`config.mk`:
```
export PLATFORM = sky130hd
export DESIGN_NAME = mem_arbiter
export DESIGN_NICKNAME = d
export VERILOG_FILES = /design/src/rtl/mem_arbiter_pkg.sv /design/src/rtl/mem_arbiter.sv
export SDC_FILE = /design/constraint.sdc
export NUM_CORES = 1
export LEC_CHECK = 0
export BUFFER_PORTS_ARGS = -buffer_cell sky130_fd_sc_hd__buf_2
export CORE_MARGIN = 5
export CORE_UTILIZATION = 34
export CTS_CLUSTER_DIAMETER = 80
export DETAILED_ROUTE_END_ITERATION = 6
export PLACE_DENSITY = 0.75
export SETUP_SLACK_MARGIN = 0.05
export SYNTH_ARGS = -nofsm -noshare
export SYNTH_HDL_FRONTEND = slang
export SYNTH_SLANG_ARGS = --single-unit
```
`constraint.sdc`:
```
create_clock -name clk -period 2.1 [get_ports clk]
set_input_delay 0 -clock clk [delete_from_list [all_inputs] [get_ports clk]]
set_output_delay 0 -clock clk [all_outputs]
set_load 0.05 [all_outputs]
```
`src/rtl/mem_arbiter_pkg.sv`:
```
// Shared width/state constants and the arbiter FSM state type.
// The `define block stands in for the project-wide define header so it is visible to later files.
`ifndef DATA_WIDTH
`define DATA_WIDTH 16
`endif
`ifndef ST_IDLE
`define ST_IDLE 2'd0
`endif
`ifndef ST_OWN0
`define ST_OWN0 2'd1
`endif
`ifndef ST_OWN1
`define ST_OWN1 2'd2
`endif

package mem_arbiter_pkg;

  // State names the owner of the previous cycle's grant.
  typedef enum logic [1:0] {
    IDLE = `ST_IDLE,
    OWN0 = `ST_OWN0,
    OWN1 = `ST_OWN1
  } state_t;

endpackage

```
`src/rtl/mem_arbiter.sv`:
```
// Two-master single-port memory arbiter.
// Provides round-robin arbitration, bounded lock bursts and a registered read return.
module mem_arbiter
  import mem_arbiter_pkg::*;
#(
  parameter int DW        = `DATA_WIDTH,
  parameter int MAX_BURST = 8
) (
  input  logic          clk,
  input  logic          rst_n,
  input  logic          m0_req,
  input  logic          m0_we,
  input  logic          m0_lock,
  input  logic [DW-1:0] m0_addr,
  input  logic [DW-1:0] m0_wdata,
  output logic          m0_gnt,
  output logic [DW-1:0] m0_rdata,
  output logic          m0_rvalid,
  input  logic          m1_req,
  input  logic          m1_we,
  input  logic          m1_lock,
  input  logic [DW-1:0] m1_addr,
  input  logic [DW-1:0] m1_wdata,
  output logic          m1_gnt,
  output logic [DW-1:0] m1_rdata,
  output logic          m1_rvalid,
  output logic [DW-1:0] mem_addr,
  output logic [DW-1:0] mem_wdata,
  output logic          mem_we,
  input  logic [DW-1:0] mem_rdata
);

  localparam int CW = $clog2(MAX_BURST + 1);

  function automatic logic [CW-1:0] sat_inc(input logic [CW-1:0] c);
    return (c >= CW'(MAX_BURST)) ? c : c + 1'b1;
  endfunction

  state_t        state, state_nxt;
  logic          rr_ptr, rr_nxt;
  logic          lock_q, lock_nxt;
  logic [CW-1:0] burst_cnt, cnt_nxt;
  logic          win1;
  logic          any_req;
  logic          lock_hold;

  always_ff @(posedge clk or negedge rst_n) begin
    if (!rst_n) begin
      state     <= IDLE;
      rr_ptr    <= 1'b0;
      lock_q    <= 1'b0;
      burst_cnt <= '0;
    end else begin
      state     <= state_nxt;
      rr_ptr    <= rr_nxt;
      lock_q    <= lock_nxt;
      burst_cnt <= cnt_nxt;
    end
  end

  // Once the burst limit is reached, lock is ignored and the pointer decides.
  always_comb begin
    state_nxt = IDLE;
    rr_nxt    = rr_ptr;
    lock_nxt  = 1'b0;
    cnt_nxt   = '0;
    win1      = 1'b0;
    any_req   = m0_req | m1_req;
    lock_hold = lock_q && (state != IDLE) && (burst_cnt < CW'(MAX_BURST));

    if (m0_req && m1_req) begin
      if (lock_hold) win1 = (state == OWN1);
      else           win1 = rr_ptr;
    end else begin
      win1 = m1_req;
    end

    if (any_req) begin
      state_nxt = win1 ? OWN1 : OWN0;
      rr_nxt    = ~win1;
      lock_nxt  = win1 ? m1_lock : m0_lock;
      cnt_nxt   = (state == state_nxt) ? sat_inc(burst_cnt) : CW'(1);
    end
  end

  assign m0_gnt    = rst_n & m0_req & ~win1;
  assign m1_gnt    = rst_n & m1_req & win1;
  assign mem_addr  = m1_gnt ? m1_addr : m0_addr;
  assign mem_wdata = m1_gnt ? m1_wdata : m0_wdata;
  assign mem_we    = (m0_gnt & m0_we) | (m1_gnt & m1_we);

  // Read return: one-cycle latency, data holds between reads.
  always_ff @(posedge clk or negedge rst_n) begin
    if (!rst_n) begin
      m0_rvalid <= 1'b0;
      m1_rvalid <= 1'b0;
      m0_rdata  <= '0;
      m1_rdata  <= '0;
    end else begin
      m0_rvalid <= m0_gnt & ~m0_we;
      m1_rvalid <= m1_gnt & ~m1_we;
      if (m0_gnt && !m0_we) m0_rdata <= mem_rdata;
      if (m1_gnt && !m1_we) m1_rdata <= mem_rdata;
    end
  end

endmodule

```
Word-level counts from Yosys, hierarchy flattened --
Cells that the tools add are included.
Word-level totals: bits in latches 0, memories 0, bits in read-only memories 0, RAM bits 0, bits of input ports 88, register bits 42
Operators by class: equal/unequal tests 3, bitwise gates (word level) 13, mux-type cells 11, divide/modulo/power cells 0, shift operators 0, $mul 0, magnitude comparators 2, reduce and logical (&&, ||, !) cells 8, add/subtract/negate cells 1
Operators with widths (count):
- $mux 16 | 2
- $mux 4 | 3
- $and 1x1->1 | 8
- $logic_and 1x1->1 | 5
- $add 4x1->4 const B | 1
- $ge 4x4->1 const B | 1
- $lt 4x4->1 const B | 1
- $mux 1 | 4
- $mux 2 | 2
- $ne 3x3->1 const B | 1
- $not 1->1 | 3
- $eq 2x2->1 | 1
- $eq 2x2->1 const B | 1
- $logic_not 1->1 | 2
- $or 1x1->1 | 2
- $reduce_bool 2->1 | 1

Longest topological paths before layout --
Gate-level depths: netlist (run 1).
depth after elaboration 9, gate-level depth with buffers 6, mapped depth without buffers 4

Worst setup path before layout (run 1) --
No wires, ideal clock.
kind reg2reg, from register burst_cnt[3], to register m1_rdata[1], cell stages (with the launch flop) 7, period minus slack after synthesis 1.789 ns, setup time 0.125 ns, setup slack 0.311 ns, data arrival time 1.664 ns, cells stage by stage dfrtp_1 > and3b_1 > buf_6 > o2111ai_4 > nor2_4 > buf_6 > mux2_4
Between the ends: word-level cells in the longest chain between the ends 6
Ends and longest elaborated chain:
- from (decl) | line mem_arbiter.sv:42 | logic [CW-1:0] burst_cnt, cnt_nxt;
- from (signal assigned) | line mem_arbiter.sv:57 | burst_cnt <= cnt_nxt;
- $lt 4x4->1 | line mem_arbiter.sv:69 | lock_hold = lock_q && (state != IDLE) && (burst_cnt < CW'(MAX_BURST));
- $logic_and 1x1->1 | line mem_arbiter.sv:69
- $mux 1 | line mem_arbiter.sv:72 | if (lock_hold) win1 = (state == OWN1);
- $mux 1 | line mem_arbiter.sv:71 | if (m0_req && m1_req) begin
- $and 1x1->1 | line mem_arbiter.sv:87 | assign m1_gnt = rst_n & m1_req & win1;
- $logic_and 1x1->1 | line mem_arbiter.sv:103 | if (m1_gnt && !m1_we) m1_rdata <= mem_rdata;
- to (signal assigned) | line mem_arbiter.sv:103
- to (decl) | line mem_arbiter.sv:25 | output logic [DW-1:0] m1_rdata,
Every way passes these cells. A chain may end at the register's enable or synchronous reset.

Worst setup path after layout (run 1) --
from register lock_q, to output mem_wdata[12]
Between the ends: word-level cells in the longest chain between the ends 6
Ends and longest elaborated chain:
- from (decl) | line mem_arbiter.sv:41 | logic lock_q, lock_nxt;
- from (signal assigned) | line mem_arbiter.sv:56 | lock_q <= lock_nxt;
- $logic_and 1x1->1 (2 in series) | line mem_arbiter.sv:69
- $mux 1 | line mem_arbiter.sv:72
- $mux 1 | line mem_arbiter.sv:71
- $and 1x1->1 | line mem_arbiter.sv:87
- $mux 16 | line mem_arbiter.sv:89 | assign mem_wdata = m1_gnt ? m1_wdata : m0_wdata;
- to (decl) | line mem_arbiter.sv:28 | output logic [DW-1:0] mem_wdata,
Every way passes these cells.

==> results of run 1 <==
cell usage in the layout, fill, tap and decap left out, drive strengths merged, types with 2 or more instances in the layout:
| cell type | count |
|---|---|
| dfrtp | 42 |
| clkbuf | 7 |
| nor2 | 6 |
| buf | 170 |
| nand2b | 2 |
| and3b | 2 |
| nand3b | 2 |
| a31oi | 2 |
| nand2 | 3 |
| nor2b | 2 |
| ha | 2 |
| dlygate4sd3 | 19 |
| inv | 4 |
| mux2 | 65 |
layer usage:
metal | up-vias | wire, µm
li1 | 933 | -
met4 | 0 | 49
met1 | 936 | 2720
met3 | 6 | 414
met2 | 65 | 4030
met5 | - | 0
power breakdown:
group	switching (mW)	internal [mW]
Sequential	0.113	1.00
Clock	0.249	0.229
Combinational	1.17	0.629
Total	1.53	1.86
worst register-to-register path: cells and delay by family (launching register included):
family / cells / cell delay (ps)
and+or+nand+nor: 1 / 260
AOI/OAI and AO/OA: 2 / 410
buffers and inverters: 2 / 760
DFF: 1 / 430
area by class of cell:
type | count | area (µm²)
clock buffers | 7 | 76.3
fillers | 510 | 2660
inverters | 4 | 15.0
multi-input cells | 102 | 1120
flip-flops and latches | 42 | 1050
well taps | 77 | 96.3
repair buffers | 189 | 1340
worst max path at each step:
| stage | from | end | slack [ps] | cells after the start |
|---|---|---|---|---|
| 2_1_floorplan | burst_cnt[3]$_DFFE_PN0P_ | mem_addr[2] | 310 | 5 |
| 6_report | lock_q$_DFF_PN0_ | mem_wdata[12] | 70 | 6 |
| 4_1_cts | lock_q$_DFF_PN0_ | mem_addr[6] | 80 | 6 |
| 5_1_grt | lock_q$_DFF_PN0_ | mem_wdata[12] | -20 | 6 |
| 3_5_place_dp | burst_cnt[3]$_DFFE_PN0P_ | m0_rdata[8]$_DFFE_PN0P_ | 230 | 4 |
| 3_3_place_gp | burst_cnt[3]$_DFFE_PN0P_ | m0_rdata[7]$_DFFE_PN0P_ | 250 | 4 |
state kept, by name, summed over array words and instances, names as in the netlist:
| name | count |
|---|---|
| m1_rvalid | 1 |
| m0_rdata | 16 |
| lock_q | 1 |
| m0_rvalid | 1 |
| m1_rdata | 16 |
| rr_ptr | 1 |
| state | 2 |
| burst_cnt | 4 |
cell families (layout without fill, tap and decap cells):
| logic type | count (synthesis) | in the layout | synth area share, % |
|---|---|---|---|
| AO/OA/AOI/OAI | 11 | 11 | 5.00 |
| XOR/XNOR | 2 | 2 | 0.787 |
| adder cells (fa/ha/maj) | 2 | 2 | 1.12 |
| buffers and inverters | 10 | 200 | 3.20 |
| flip-flops | 42 | 42 | 47.2 |
| multiplexers | 66 | 66 | 36.4 |
| AND/OR/NAND/NOR | 21 | 21 | 6.30 |
timing repair:
action / CTS / global route
gates cloned: 2 / 0
endpoints found under the setup margin: 32 / 27
resized for setup: 26 / 52
hold buffers: 19 / 0
pin swaps: 2 / 1
setup buffers: 7 / 1
hold endpoints to repair: 43 / 0
==> flow_summary.ini, run 1 <==
[logic_synthesis]
yosysSeqAreaShare_pct = 47.2
synth_largest_area_cell = dfrtp_1
ys.flop_type = dfrtp_1
synthesis.nets = 244
synth_cells = 154
ys_types = 33
async_reset_ff_share_pct = 100
yosys-top-cells-count = dfrtp_1, mux2_2, mux2_4
yosysWarnings = 0
yosysTopAreaCellShare_pct = 47.2
synth-edff-count = 0
syn_avg_cell_area_um2 = 14.5
synth_most_common_cell = dfrtp_1
ys_seq_elements = 42
ys_top_cells_by_area = dfrtp_1, mux2_2, mux2_4
synth_area_um2 = 2230

[placed_design]
dp_slack_ps = 227
dpl-instance-area_um2 = 3090
port_buffers = 156
place_congestion = 0.769
place_inst = 385
dpl.hpwl_um = 5040

[detailed_routing]
drt.antenna.violating_nets = 0
drtIter0Drc = 43
route.detailed.drc = 0
drt-total-wl_um = 7220
avgRoutedWirePerCell_um = 17.1
num_vias = 1940
via_per_inst = 4.61
drtPass1Iterations = 4

[worst_setup_path]
reg2reg_depth = 5
worstPathMaxFanout = 16
cp_top_family = buffers and inverters
path_cells = and3b_2, o2111ai_4, buf_12, buf_16, mux2_1, buf_6
critPathMaxStageDelay_ps = 390
timing.rr.end = lock_q$_DFF_PN0_
r2r_slack_ps = 120
slowest_stage = dfrtp_1
end_kind = primary output
crit_type = flip-flop to primary output
critPathRequiredTime_ps = 2100
critPathArrivalTime_ps = 2030
r2r_start = burst_cnt[3]$_DFFE_PN0P_
worst-path-buf-inv = 3
start_kind = flip-flop

[pwr]
p_total_mw = 3.39
ir_drop_v = 0.000682
p_per_area_nw_per_um2 = 919
p_leak_nw = 1.91

[clocking]
cts_buffer_depth = 2
clock_latency_ps = 280
cts_max_level = 2
cts_tree = built
clk_pin_slew_worst_paths_ps = 70
cts_sinks = 42
cts_root_buffer = clkbuf_8
numCtsBuffers = 5

[grt]
grtUsageMet3_pct = 4.42
grt.overflow.total = 0
grt_use_total_pct = 16.5
grt_max_degree = 39
met2_usage_pct = 30.2
grt_pass1_vias = 2204
grt_pass1_wl_um = 11200
use_met1_pct = 19.3
busiest_layer = met2
antenna_found_initial = 0

[finish]
area_growth_pct = 65.8
antenna_cells = 0
finalNonFillerCells = 421
final_layout_size_suffix_gt1_share_pct = 68.6
utilization_pct = 58.1
design_area_um2 = 3690
layout.nets = 434

[outcome]
status = complete, no violations

[min_path]
holdPathStages = 2
hold_end = rr_ptr$_DFFE_PN0N_
hp-class = input pin to flip-flop
min-delay-start = m1_req

[floorplanning]
start_util_pct = 35.1
rows = 29
die_x_um = 90.9
pin_count = 157
dieHeight_um = 90.9
core_um2 = 6350
design.die.area_um2 = 8260

[timing]
drv_slew = 0
finClkSkew_ps = 4.07
period_minus_slack_ps = 2030
setup_viol = 0
hold_ws_ps = 8.76
tns_ps = 0
finalHoldViolations = 0
period_share_pct = 96.4
slew_headroom_pct = 68.5
setup_ws_ps = 74.7
tightest_slew_ps = 472
rsz0062_at_grt = yes
max_freq_ghz = 0.494

[run]
cap_violations = 0
No activity file was read; power rests on OpenSTA's default activity.
==> run 2, diff against run 1 <==
Settings changed: ABC_AREA from default to 1, CAP_MARGIN from default to 30, PLACE_DENSITY 0.75 to 0.72.
==> flow_summary.ini, run 2 <==
[worst_setup_path]
end_kind = primary output
timing.rr.end = lock_q$_DFF_PN0_
critPathMaxStageDelay_ps = 440
start_kind = flip-flop
critPathRequiredTime_ps = 2100
crit_path_end = mem_addr[13]
cp_top_family = buffers and inverters
worstPathMaxFanout = 33
r2r_slack_ps = 360
worst-path-buf-inv = 3
cp-startpoint = burst_cnt[3]$_DFFE_PN0P_
crit_type = flip-flop to primary output
r2r_start = burst_cnt[3]$_DFFE_PN0P_
crit_cells = 10
reg2reg_depth = 10
cpMostUsedCell = nand2_1
critPathArrivalTime_ps = 1890
path_cells = inv_2, nand3_1, nand2_1, nand3_2, nand2_4, nand2_4, buf_6, nand2_1, nand2_1, buf_2
slowest_stage = dfrtp_1

[min_path]
holdPathStages = 3
hp-class = input pin to flip-flop

[timing]
tightest_slew_ps = 472
period_share_pct = 89.9
finalHoldViolations = 0
rsz0062_at_grt = no
max_freq_ghz = 0.530
hold_ws_ps = 35.3
finClkSkew_ps = 11.2
tns_ps = 0
setup_viol = 0
period_minus_slack_ps = 1890
slew_headroom_pct = 68.5
drv_slew = 0

[floorplanning]
rows = 29
pin_count = 157
dieHeight_um = 91.8
die_x_um = 91.8
design.die.area_um2 = 8430
start_util_pct = 35.4
core_um2 = 6420

[finish]
antenna_cells = 0
seqCellArea_um2 = 1050
mostFrequentLayoutCell = nand2_1
fillers = 596
finalNonFillerCells = 559
utilization_pct = 52.6
final_layout_size_suffix_gt1_share_pct = 39.0
layout_common_cells = nand2_1, buf_2, dfrtp_1
area_growth_pct = 48.5
largestRegisters = m0_rdata: 16 flops, m1_rdata: 16 flops, burst_cnt: 4 flops
multiInputGateArea_um2 = 1040
layout.nets = 571

[detailed_routing]
drtPass1Iterations = 4
drtIter0Drc = 113
num_vias = 2527
route.detailed.drc = 0
avgRoutedWirePerCell_um = 13.1
drt.antenna.violating_nets = 0
via_per_inst = 4.52
drt-total-wl_um = 7300

[logic_synthesis]
syn_avg_cell_area_um2 = 7.41
synth_largest_area_cell = dfrtp_1
ys_top_cells_by_area = dfrtp_1, nand2_1, nand3_1
synth_cells = 307
yosysTopAreaCellShare_pct = 46.2
yosysSeqAreaShare_pct = 46.2
async_reset_ff_share_pct = 100
synth-edff-count = 0
ys_seq_elements = 42
synth_most_common_cell = nand2_1
synthesis.nets = 397
ys.flop_type = dfrtp_1
ys_types = 23
yosys-top-cells-count = nand2_1, dfrtp_1, nand3_1
synth_area_um2 = 2270
yosysWarnings = 0

[grt]
antenna_found_initial = 0
grt_pass1_vias = 2467
grt.overflow.total = 0
grt_max_degree = 39
grt_pass1_wl_um = 11600
grt_use_total_pct = 16.8

[clocking]
cts_max_level = 2
cts_tree = built
cts_sinks = 42
cts_setup_buffers = 0
clock_latency_ps = 300
cts_buffer_depth = 2
clk_pin_slew_worst_paths_ps = 80
numCtsBuffers = 5
cts_root_buffer = clkbuf_8

[pwr]
ir_drop_v = 0.000513
p_leak_nw = 2.08
p_per_area_nw_per_um2 = 889

[placed_design]
place_congestion = 0.906
dpl.hpwl_um = 5580
port_buffers = 156
place_inst = 532

[run]
cap_violations = 0

[outcome]
status = complete, no violations
run 2: cell types whose count changed in the layout (fill, tap and decap cells not counted), moves of 19 or more:
| cell | delta |
|---|---|
| buf_2 | +28 |
| buf_6 | -24 |
| mux2_2 | -34 |
| mux2_4 | -19 |
| nand2_1 | +179 |
| nand3_1 | +22 |
run 2: worst min-delay path: stages:
cell and delay, ps:
buf_2 140, inv_1 70, a21oi_1 70
run 2: cells by family after synthesis:
| family | count (synthesis) | synth area share [%] |
|---|---|---|
| AO/OA/AOI/OAI | 2 | 0.440 |
| XOR/XNOR | 2 | 0.770 |
| adder cells (fa/ha/maj) | 2 | 1.10 |
| buffers and inverters | 30 | 7.87 |
| flip-flops | 42 | 46.2 |
| multiplexers | 1 | 0.440 |
| AND/OR/NAND/NOR | 228 | 43.2 |
run 2: timing repair:
item                                    in CTS  in global routing
hold buffers                                19                  0
endpoints found under the setup margin       0                 33
resized for setup                            0                  8
endpoints found under the hold margin       75                  0
run 2: how the worst min path moves through the flow:
stage / startpoint / to / slack [ps]
final: m0_req / rr_ptr$_DFFE_PN0N_ / 40
after global routing: m0_req / rr_ptr$_DFFE_PN0N_ / 30
after CTS: m0_req / rr_ptr$_DFFE_PN0N_ / 20
after detailed placement: rst_n / rr_ptr$_DFFE_PN0N_ / -140
after global placement: rst_n / rr_ptr$_DFFE_PN0N_ / -140
after floorplan: rst_n / burst_cnt[0]$_DFFE_PN0P_ / -300
run 2: layer usage:
metal,share of wire (%),track usage (%)
met5,0,0
met4,1.4,5.94
met3,4.6,2.70
met2,53,29.5
met1,41,20.8
run 2: final cells by class:
class,count,area share [%]
Inverter,19,2.33
Sequential cell,42,31.1
Clock inverter,2,0.482
Multi-Input combinational cell,235,30.9
Clock buffer,6,2.45
Timing Repair Buffer,178,29.8
Tap cell,77,2.85
run 2: per-stage QoR:
step	setup WS, ps	area [µm²]	power [mW]
detailed placement	432	3070	2.42
global placement	471	3070	2.40
CTS	84.6	3360	3.03
floorplan	76.6	2270	2.05
finish	213	3380	3.00
global route	56.4	3380	3.16
run 2: where the power goes:
group	switching [mW]	internal [mW]	leakage, nW	total, mW
clock network	0.293	0.271	0.0478	0.564
logic	1.05	0.342	1.51	1.39
registers	0.0891	0.960	0.528	1.05
total	1.43	1.57	2.08	3.00
==> run 3, diff against run 2 <==
--- a/constraint.sdc
+++ b/constraint.sdc
@@ -3,2 +3,2 @@
 set_output_delay 0 -clock clk [all_outputs]
-set_load 0.05 [all_outputs]
+set_load 0.1 [all_outputs]
==> flow_summary.ini, run 3 (synthesis gave the netlist of run 2 again) <==
[floorplanning]
dieHeight_um = 91.8
core_um2 = 6420
start_util_pct = 35.4
rows = 29
die_x_um = 91.8
pin_count = 157
design.die.area_um2 = 8430

[timing]
drv_slew = 0
max_freq_ghz = 0.529
setup_ws_ps = 211
finClkSkew_ps = 7.08
rsz0062_at_grt = yes
finalHoldViolations = 0
tns_ps = 0
period_minus_slack_ps = 1890
setup_viol = 0
slew_headroom_pct = 64.9
period_share_pct = 90.0
tightest_slew_ps = 530

[worst_setup_path]
worstPathMaxFanout = 33
timing.rr.end = lock_q$_DFF_PN0_
critPathRequiredTime_ps = 2100
start_kind = flip-flop
cpMostUsedCell = nand2_1
end_kind = primary output
slowest_stage = dfrtp_1
r2r_start = burst_cnt[3]$_DFFE_PN0P_
r2r_slack_ps = 330
reg2reg_depth = 10
crit_type = flip-flop to primary output
path_cells = inv_2, nand3_1, nand2_1, nand3_2, nand2_4, nand2_4, clkinv_8, nand2_1, nand2_1, buf_12
critPathArrivalTime_ps = 1890
worst-path-buf-inv = 3
critPathMaxStageDelay_ps = 440
cp_top_family = simple AND/OR/NAND/NOR gates

[finish]
layout.nets = 572
largestRegisters = m0_rdata: 16 flops, m1_rdata: 16 flops, burst_cnt: 4 flops
mostFrequentLayoutCell = nand2_1
layout_common_cells = nand2_1, buf_2, dfrtp_1
final_layout_size_suffix_gt1_share_pct = 39.3
fillers = 557
antenna_cells = 0
area_growth_pct = 71.6
utilization_pct = 60.8

[pwr]
p_per_area_nw_per_um2 = 1020
seqPwrFrac_pct = 26.4
p_sw_share_pct = 56.5
ir_drop_v = 0.000551
intPower_mw = 1.72
pwr-share-clk_pct = 13.2
p_leak_nw = 2.27
switching_power_mw = 2.24
power_frac_comb_pct = 60.4

[grt]
use_met1_pct = 20.9
grt.overflow.total = 0
antenna_found_initial = 0
busiest_layer = met2
grt_pass1_vias = 2633
grt_use_total_pct = 18.3
grt_pass1_wl_um = 12500
met2_usage_pct = 32.5
grtUsageMet3_pct = 6.46
grt_max_degree = 34

[clocking]
cts_root_buffer = clkbuf_8
cts_tree = built
clock_latency_ps = 300
clk_pin_slew_worst_paths_ps = 80
numCtsBuffers = 5
cts_buffer_depth = 2
cts_max_level = 2
cts_sinks = 42

[placed_design]
port_buffers = 156
dp_slack_ps = 445
place_congestion = 0.869
dpl.hpwl_um = 5900

[detailed_routing]
avgRoutedWirePerCell_um = 13.7
via_per_inst = 4.58
route.detailed.drc = 0
drtPass1Iterations = 4
num_vias = 2564
drtIter0Drc = 127
drt-total-wl_um = 7650
drt.antenna.violating_nets = 0

[min_path]
min-delay-start = m0_req
holdPathStages = 3
hp-class = input pin to flip-flop
hold_end = rr_ptr$_DFFE_PN0N_

[outcome]
status = complete, no violations

[run]
cap_violations = 0
==> run 3: how the worst max path moves through the flow <==
stage                   end  cells past startpoint                      from  slack (ps)
6_report        mem_addr[4]                     10  burst_cnt[3]$_DFFE_PN0P_         210
5_1_grt         mem_addr[4]                     10  burst_cnt[3]$_DFFE_PN0P_          40
4_1_cts         mem_addr[4]                     10  burst_cnt[3]$_DFFE_PN0P_          90
3_5_place_dp    mem_addr[4]                     10  burst_cnt[3]$_DFFE_PN0P_         440
3_3_place_gp   mem_wdata[6]                      9  burst_cnt[3]$_DFFE_PN0P_         500
2_1_floorplan  mem_addr[10]                     10  burst_cnt[3]$_DFFE_PN0P_         190
==> run 3: worst min-delay path, delay by kind of cell <==
family	cells	cell delay, ps
buf+inv	2	220
compound gates	1	70
==> run 3: per-layer routing <==
| metal | share of wire, % | wire [µm] |
|---|---|---|
| met5 | 0 | 0 |
| met4 | 1.9 | 147 |
| met3 | 10 | 763 |
| met2 | 53 | 4050 |
| met1 | 35 | 2690 |
==> run 3: area by class of cell <==
| class | instances | area (µm²) | share of cell area [%] |
|---|---|---|---|
| repair buffers | 179 | 1530 | 39.3 |
| flip-flops and latches | 42 | 1050 | 26.9 |
| multi-input cells | 235 | 1050 | 26.9 |
| well taps | 77 | 96.3 | 2.47 |
| inverters | 19 | 83.8 | 2.15 |
| clock buffers | 5 | 68.8 | 1.76 |
| clock inverters | 3 | 21.3 | 0.545 |
==> run 3: stage by stage <==
step	power (mW)	hold slack, ps	cell area (µm²)	instances
floorplan	2.80	-296	2280	307
global placement	3.41	-110	3610	533
detailed placement	3.43	-107	3610	533
CTS	3.99	14.6	3890	560
global route	4.13	60.3	3900	560
finish	3.97	39.1	3900	560
==> run 3: power groups by stage <==
stage / Sequential (mW) / Clock, mW / Combinational, mW
finish: 1.05 / 0.522 / 2.40
global route: 1.07 / 0.578 / 2.48
global placement: 1.05 / 0 / 2.35
detailed placement: 1.06 / 0 / 2.37
CTS: 1.05 / 0.540 / 2.40
floorplan: 2.05 / 0 / 0.750
==> run 3: timing repair <==
action	in CTS	in global routing
gates resized for setup	0	4
setup buffers	0	0
hold buffers	19	0
endpoints found under the hold margin	75	0
setup endpoints to repair	0	32
